<file path="config.mk">
export PLATFORM = sky130hd
export DESIGN_NAME = fb_fade_ctrl
export DESIGN_NICKNAME = d
export VERILOG_FILES = /design/src/rtl/fb_fade_ctrl.sv
export SDC_FILE = /design/constraint.sdc
export NUM_CORES = 1
export LEC_CHECK = 0
export CAP_MARGIN = 20
export CORE_AREA = 2 2 83 85
export CTS_CLUSTER_DIAMETER = 150
export DETAILED_ROUTE_END_ITERATION = 10
export DIE_AREA = 0 0 85 87
export PLACE_DENSITY_LB_ADDON = 0.12
export SYNTH_ARGS = -nofsm -noshare
export SYNTH_HDL_FRONTEND = slang
export SYNTH_SLANG_ARGS = --single-unit
</file>
<file path="constraint.sdc">
create_clock -name clk_pix -period 5.67 [get_ports clk_pix]
set_clock_uncertainty 0.05 [all_clocks]
set_input_delay 1.134 -clock clk_pix [delete_from_list [all_inputs] [get_ports clk_pix]]
set_output_delay 1.134 -clock clk_pix [all_outputs]
set_load 0.01 [all_outputs]
</file>
<file path="src/rtl/fb_fade_ctrl.sv">
// -----------------------------------------------------------------------------
// fb_fade_ctrl
// Framebuffer fade-out controller. After a start pulse it waits FADE_WAIT frame
// pulses, then overwrites every framebuffer pixel exactly once with a latched
// fill colour. Pixels are visited in pseudo-random order driven by an LFSR, one
// write attempt every FADE_RATE pixel clocks. A drawing client shares the
// single framebuffer write port and always has priority over the fade.
//
// Ports
//   clk_pix        pixel clock
//   rst_n          asynchronous active-low reset
//   start          begin a fade sequence (pulse, accepted only when idle)
//   abort          cancel a running sequence (pulse)
//   frame          start-of-frame pulse from display timing
//   fill_cidx      fade colour index, sampled when start is accepted
//   draw_req       drawing client requests the write port
//   draw_addr      drawing client write address
//   draw_cidx      drawing client colour index
//   draw_ack       draw write accepted this cycle (equals draw_req)
//   busy           sequence in progress (waiting or fading)
//   done           one-cycle pulse when a sequence completes
//   fb_we          framebuffer write enable (registered)
//   fb_addr_write  framebuffer write address (registered)
//   fb_cidx_write  framebuffer write data (registered)
// -----------------------------------------------------------------------------
module fb_fade_ctrl #(
  parameter int                  FB_WIDTH  = 160,
  parameter int                  FB_HEIGHT = 120,
  parameter int                  FB_ADDRW  = 15,
  parameter int                  FB_DATAW  = 4,
  parameter int                  LFSR_LEN  = 15,
  parameter logic [LFSR_LEN-1:0] LFSR_TAPS = 15'b110000000000000,
  parameter int                  FADE_WAIT = 600,
  parameter int                  FADE_RATE = 3200
) (
  input  logic                clk_pix,
  input  logic                rst_n,
  input  logic                start,
  input  logic                abort,
  input  logic                frame,
  input  logic [FB_DATAW-1:0] fill_cidx,
  input  logic                draw_req,
  input  logic [FB_ADDRW-1:0] draw_addr,
  input  logic [FB_DATAW-1:0] draw_cidx,
  output logic                draw_ack,
  output logic                busy,
  output logic                done,
  output logic                fb_we,
  output logic [FB_ADDRW-1:0] fb_addr_write,
  output logic [FB_DATAW-1:0] fb_cidx_write
);

  localparam int PIXELS = FB_WIDTH * FB_HEIGHT;
  localparam int FCW    = $clog2(FADE_WAIT + 1);
  localparam int RCW    = $clog2(FADE_RATE);

  // PIXELS fits in LFSR_LEN+1 bits because 2^LFSR_LEN-1 >= PIXELS.
  localparam logic [LFSR_LEN:0]   PIXELS_L   = (LFSR_LEN + 1)'(PIXELS);
  localparam logic [LFSR_LEN-1:0] LFSR_SEED  = LFSR_LEN'(32'd1);
  localparam logic [FCW-1:0]      FRAME_LAST = FCW'(FADE_WAIT - 1);
  localparam logic [FCW-1:0]      FRAME_ONE  = FCW'(32'd1);
  localparam logic [RCW-1:0]      RATE_LAST  = RCW'(FADE_RATE - 1);
  localparam logic [RCW-1:0]      RATE_ONE   = RCW'(32'd1);

  typedef enum logic [1:0] {
    S_IDLE = 2'd0,
    S_WAIT = 2'd1,
    S_FADE = 2'd2,
    S_DONE = 2'd3
  } state_e;

  state_e                state_q,     state_d;
  logic [LFSR_LEN-1:0]   lfsr_q,      lfsr_d;
  logic [FCW-1:0]        frame_cnt_q, frame_cnt_d;
  logic [RCW-1:0]        rate_cnt_q,  rate_cnt_d;
  logic                  pending_q,   pending_d;
  logic [FB_DATAW-1:0]   fill_q,      fill_d;
  logic                  we_q,        we_d;
  logic [FB_ADDRW-1:0]   addr_q,      addr_d;
  logic [FB_DATAW-1:0]   cidx_q,      cidx_d;

  logic [LFSR_LEN-1:0]   lfsr_step;
  logic [LFSR_LEN-1:0]   cand_full;
  logic                  cand_valid;
  logic [FB_ADDRW-1:0]   cand_addr;

  // LFSR value 1 maps to pixel 0, so the all-ones..1 cycle covers 0..2^N-2.
  assign lfsr_step  = {lfsr_q[LFSR_LEN-2:0], ^(lfsr_q & LFSR_TAPS)};
  assign cand_full  = lfsr_q - LFSR_SEED;
  assign cand_valid = ({1'b0, cand_full} < PIXELS_L);
  assign cand_addr  = FB_ADDRW'(cand_full);

  assign draw_ack      = draw_req;
  assign busy          = (state_q == S_WAIT) || (state_q == S_FADE);
  assign done          = (state_q == S_DONE);
  assign fb_we         = we_q;
  assign fb_addr_write = addr_q;
  assign fb_cidx_write = cidx_q;

  // Next-state, counter, LFSR and write-port decision logic.
  always_comb begin
    state_d     = state_q;
    lfsr_d      = lfsr_q;
    frame_cnt_d = frame_cnt_q;
    rate_cnt_d  = rate_cnt_q;
    pending_d   = pending_q;
    fill_d      = fill_q;
    we_d        = 1'b0;
    addr_d      = addr_q;
    cidx_d      = cidx_q;

    // The drawing client owns the port whenever it asks for it.
    if (draw_req) begin
      we_d   = 1'b1;
      addr_d = draw_addr;
      cidx_d = draw_cidx;
    end else begin
      we_d   = 1'b0;
    end

    case (state_q)
      S_IDLE: begin
        if (start) begin
          state_d     = S_WAIT;
          fill_d      = fill_cidx;
          frame_cnt_d = '0;
          rate_cnt_d  = '0;
          pending_d   = 1'b0;
          lfsr_d      = LFSR_SEED;
        end else begin
          state_d     = S_IDLE;
        end
      end

      S_WAIT: begin
        if (abort) begin
          state_d   = S_IDLE;
          pending_d = 1'b0;
        end else if (frame) begin
          frame_cnt_d = frame_cnt_q + FRAME_ONE;
          if (frame_cnt_q == FRAME_LAST) begin
            state_d = S_FADE;
          end else begin
            state_d = S_WAIT;
          end
        end else begin
          state_d = S_WAIT;
        end
      end

      S_FADE: begin
        if (abort) begin
          state_d   = S_IDLE;
          pending_d = 1'b0;
        end else if (!pending_q) begin
          // Pace write attempts; the counter freezes once an attempt is due.
          if (rate_cnt_q == RATE_LAST) begin
            rate_cnt_d = '0;
            pending_d  = 1'b1;
          end else begin
            rate_cnt_d = rate_cnt_q + RATE_ONE;
          end
        end else if (!cand_valid) begin
          // Off-screen LFSR values are skipped at one per cycle.
          lfsr_d = lfsr_step;
          if (lfsr_step == LFSR_SEED) begin
            state_d = S_DONE;
          end else begin
            state_d = S_FADE;
          end
        end else if (!draw_req) begin
          we_d      = 1'b1;
          addr_d    = cand_addr;
          cidx_d    = fill_q;
          lfsr_d    = lfsr_step;
          pending_d = 1'b0;
          if (lfsr_step == LFSR_SEED) begin
            state_d = S_DONE;
          end else begin
            state_d = S_FADE;
          end
        end else begin
          // Draw has the port; keep the fade write due for the next free cycle.
          state_d = S_FADE;
        end
      end

      S_DONE: begin
        state_d   = S_IDLE;
        pending_d = 1'b0;
      end

      default: begin
        state_d   = S_IDLE;
        pending_d = 1'b0;
      end
    endcase
  end

  // State, counters, LFSR and registered write port.
  always_ff @(posedge clk_pix or negedge rst_n) begin
    if (!rst_n) begin
      state_q     <= S_IDLE;
      lfsr_q      <= LFSR_SEED;
      frame_cnt_q <= '0;
      rate_cnt_q  <= '0;
      pending_q   <= 1'b0;
      fill_q      <= '0;
      we_q        <= 1'b0;
      addr_q      <= '0;
      cidx_q      <= '0;
    end else begin
      state_q     <= state_d;
      lfsr_q      <= lfsr_d;
      frame_cnt_q <= frame_cnt_d;
      rate_cnt_q  <= rate_cnt_d;
      pending_q   <= pending_d;
      fill_q      <= fill_d;
      we_q        <= we_d;
      addr_q      <= addr_d;
      cidx_q      <= cidx_d;
    end
  end

endmodule

</file>
# Word-level counts from Yosys, hierarchy flattened
# Cells that the tools add are included.
word_totals:
  regBits: 64
  inputBits: 29
  output_inout_bits: 23
  wordCells: 88
classes:
  add_sub_neg: 3
  magnitude_cmp: 1
  eq_ne: 15
  muxes: 50
  reduce_logical: 10
op_table:
  columns: ["cell", "count"]
  rows:
  - ["two-way mux 15 bit", 11]
  - ["two-way mux 12 bit", 4]
  - ["two-way mux 10 bit", 3]
  - ["one-hot mux 15 bit (2 select lines)", 1]
  - ["two-way mux 4 bit", 6]
  - ["one-hot mux 12 bit (2 select lines)", 1]
  - ["one-hot mux 10 bit (2 select lines)", 1]
  - ["equality test 15 x 1 -> 1 bit, second input constant", 1]
  - ["< comparator 15 bit, second input constant", 1]
  - ["parity 15 bit", 1]
  - ["subtractor 15 x 1 -> 15 bit, second input constant", 1]
  - ["two-way mux 1 bit", 14]
  - ["two-way mux 2 bit", 7]
  - ["!= test 2 bit, second input constant", 7]
  - ["adder 12 x 1 -> 12 bit, second input constant", 1]
  - ["equality test 12 bit, second input constant", 1]
  - ["adder 10 x 1 -> 10 bit, second input constant", 1]
  - ["equality test 10 bit, second input constant", 1]
  - ["one-hot mux 2 bit (4 select lines)", 1]
  - ["AND reduction 4 bit", 2]
  - ["!= test 3 bit, second input constant", 2]
  - ["AND reduction 5 bit", 1]
  - ["equality test 2 bit, second input constant", 2]
  - ["one-hot mux 1 bit (4 select lines)", 1]
  - ["other kinds (5)", 7]

# Logic depth before layout (Yosys ltp)
depth:
  ltp_word: 8
  mapped_depth: 11
  mapped_depth_nobuf: 8

# Worst setup path after synthesis
# Ideal clock, no wire load.
synth_timing:
  path_type: "register to register"
  startpoint: "register lfsr_q[0]"
  endpoint: "register cidx_q[1], in the netlist fb_cidx_write[1]"
  t_arrival_ns: 2.554
  t_required_ns: 5.495
  slack_ns: 2.941
  path_stages_with_launch: 11
  n_path_buf: 2
  synth_period_minus_slack_ns: 2.729
  cell_sequence: "dfstp_2 -> inv_1 -> ha_1 -> clkbuf_1 -> and2b_1 -> and3_1 -> a211oi_2 -> o22ai_4 -> a211oi_2 -> buf_6 -> mux2_4"
synth_between:
  elab_chain_cells: 6
synth_lines:
  columns: ["item", "line_no", "text"]
  rows:
  - ["start, declared", "73", "logic [LFSR_LEN-1:0] lfsr_q, lfsr_d;"]
  - ["start signal, assigned", "214", "lfsr_q <= lfsr_d;"]
  - ["subtractor 15 x 1 -> 15 bit", "89", "assign cand_full = lfsr_q - LFSR_SEED;"]
  - ["< comparator 15 bit", "90", "assign cand_valid = ({1'b0, cand_full} < PIXELS_L);"]
  - ["two-way mux 4 bit", "163", "end else if (!cand_valid) begin"]
  - ["two-way mux 4 bit", "155", "end else if (!pending_q) begin"]
  - ["two-way mux 4 bit", "152", "if (abort) begin"]
  - ["two-way mux 4 bit", "121", "case (state_q)"]
  - ["net cidx_d[1]", "80", "logic [FB_DATAW-1:0] cidx_q, cidx_d;"]
  - ["end signal, assigned", "221", "cidx_q <= cidx_d;"]
  - ["end, declared", "80", null]
# The timed path passes the listed nets, and every way through them passes these cells.
# A chain may end at the register's enable or synchronous reset.

# Worst setup path in the final report
layout_timing:
  startpoint: "input port draw_req"
  endpoint: "output port draw_ack"
layout_rtl:
  columns: ["item", "line_no", "text"]
  rows:
  - ["start, declared", "42", "input logic draw_req,"]
  - ["end, declared", "45", "output logic draw_ack,"]
# No word-level cell between the ends.

==> results.cfg <==
[setup_path]
crit_top_cell = clkdlybuf4s50_1
crit_path_end_kind = output port
cp-start-kind = input port
cp.arrival_ns = 2.55
crit_chain = clkdlybuf4s50_1 > buf_4 > clkdlybuf4s50_1
critPathKind = in -> out
r2r_slack_ns = 2.14
required_ns = 4.49
path_max_fanout = 30
crit_path_max_incr_delay_ns = 0.63
critPathSlowestCell = clkdlybuf4s50_1

[yosys]
synth_nets = 422
synthTopCellsByArea = dfrtp_1 42%, mux2i_1 8.5%, nand2_1 4.0%, mux2_2 3.3%, xnor2_1 3.2%
ys_ff_latch = 64
synth_cells = 386
synth_area_um2 = 3774
yosysUniqueCellTypes = 56
synthFlopType = dfrtp_1
synth_top_area_share_pct = 41.78
yosys_warnings = 0
yosysSeqAreaShare_pct = 42.47
syn_avg_cell_area_um2 = 9.776
synth_top_area_cell = dfrtp_1
async_flop_share_pct = 100.0
synth_edf_count = 0

[layout]
drive_above_1_share_pct = 9.655
syn2layout_area_growth_pct = 18.77
diodes = 0
final.fill_count = 543
final_area_um2 = 4482
nets = 467
layout_common_cells = 63 x dfrtp_1, 50 x clkdlybuf4s50_1, 40 x nand2_1, 32 x mux2i_1, 25 x nor2_1
final_common_cell = dfrtp_1

[clocking]
numCtsBuffers = 9
clock-sinks = 64
h-tree-depth = 3
clock_path_buffers = 2
path_clk_slew_ns = 0.07
cts_hold_buffers = 0
clock_latency_ns = 0.33
cts_setup_buffers = 0
cts_resized = 0
cts-root-buf = clkbuf_8
cts_tree = done

[route]
detail_route.wl_per_cell_um = 15.52
first_iter_violations = 162
vias_per_cell = 5.701
vias = 2936
routed_wirelength_mm = 7.995
ant_nets = 0
firstDrtPassIters = 4
drc_errors = 0

[floorplan]
die_area_um2 = 7395
placementRows = 30
die_w_um = 85
core_um2 = 6569
die_h_um = 87
boundaryPins = 52
start_util_pct = 57.45

[sta]
layout_worst_path_cycle_share_pct = 65.89
rsz0062_at_grt = no
max_slew.worst_pin.slew_ns = 0.8968
slew_viol_final = 0
final-hold-violation-count = 0
finalSetupViolCount = 0
period_minus_slack_ns = 3.736
fmax_mhz = 267.7
slew-limit-headroom_pct = 39.95
tns_ns = 0

[grt]
grt_max_degree = 65
grt_pass1_wl_mm = 13.51
overflow = 0
track_usage_pct = 22.78
antenna_found_initial = 0
grt_pass1_vias = 2961

[pwr]
ir_worst_vdd_mv = 0.2301
powerDensity_nw_per_um2 = 271.1
p_leak_nw = 1.839

[outcome]
status = finished clean

[placed_design]
dpl.hpwl_mm = 5.600
io_buffers = 51
gp_congestion = 0.8024
placed_area_um2 = 4275

[job]
drv_cap = 0

[hold_path]
hold_path_class = reg -> reg
per-layer routing:
layer	global-route usage [%]	vias up	part of all wire [%]
li1	-	1439	-
met3	3.507	19	3.3
met2	38.14	56	49
met5	0	-	0
met1	28.98	1422	45
met4	10.97	0	2.9
state kept, by name, summed over array words and instances, names as in the netlist:
| register | count |
|---|---|
| rate_cnt_q | 12 |
| state_q | 2 |
| fill_q | 4 |
| fb_we | 1 |
| lfsr_q | 15 |
| fb_addr_write | 15 |
| fb_cidx_write | 4 |
| pending_q | 1 |
| frame_cnt_q | 10 |
power breakdown:
| part | switching, mW | total (mW) | internal (mW) |
|---|---|---|---|
| registers | 0.0284 | 0.524 | 0.496 |
| logic | 0.148 | 0.284 | 0.135 |
| clock network | 0.170 | 0.407 | 0.237 |
| total | 0.347 | 1.21 | 0.868 |
cell usage after synthesis, types with 11 or more instances:
library cell and count:
nor2_1 25, nand3_1 15, dfrtp_1 63, xnor2_1 14, a21oi_1 14, mux2_2 11, nor2b_1 11, inv_1 23
nand2_1 40, mux2i_1 32, o21ai_0 15, nand4_1 11, xor2_1 11
critical path: cells and delay by family:
kind,cells,cell delay (ns)
buffers and inverters,3,1.41
path summary, 6_finish.rpt:
check	startpoint	end	cells past startpoint
setup / recovery	draw_req	draw_ack	3
hold / removal	fill_q[3]	fb_cidx_write[3]	1
setup reg to reg	state_q[0]	fb_cidx_write[0]	8
hold reg to reg	fill_q[3]	fb_cidx_write[3]	1
max in group asynchronous	rst_n	fb_addr_write[12]	2
min in group asynchronous	rst_n	rate_cnt_q[7]	2
metrics by stage:
step	setup slack [ns]	utilization [%]	hold WS, ns	total power [mW]	std cells
after CTS	1.931	68.23	0.4470	1.227	515
after floorplan	2.941	-	0.4178	0.7298	386
after global placement	1.958	65.09	0.4309	0.8089	500
after detailed placement	1.930	65.09	0.4395	0.8161	500
after global routing	1.861	68.23	0.4649	1.274	515
final	1.934	68.23	0.4502	1.215	515
cell families after synthesis:
kind of cell / share of synthesized area, %
and+or+nand+nor: 18.97
AOI/OAI and AO/OA: 11.80
DFF: 42.47
muxes: 12.57
buffers and inverters: 5.636
xor gates and xnor gates: 6.234
adders and majority gates: 2.321
final cells by class:
type                            count  area, µm²  area share, %
Tap cell                           80      100.1          2.233
Clock buffer                       13      168.9          3.769
Inverter                           23      86.33          1.926
Multi-Input combinational cell    279       1958          43.69
Clock inverter                      2      37.54         0.8375
Sequential cell                    64       1603          35.76
Timing Repair Buffer               54      528.0          11.78
No activity file was read; power rests on OpenSTA's default activity.
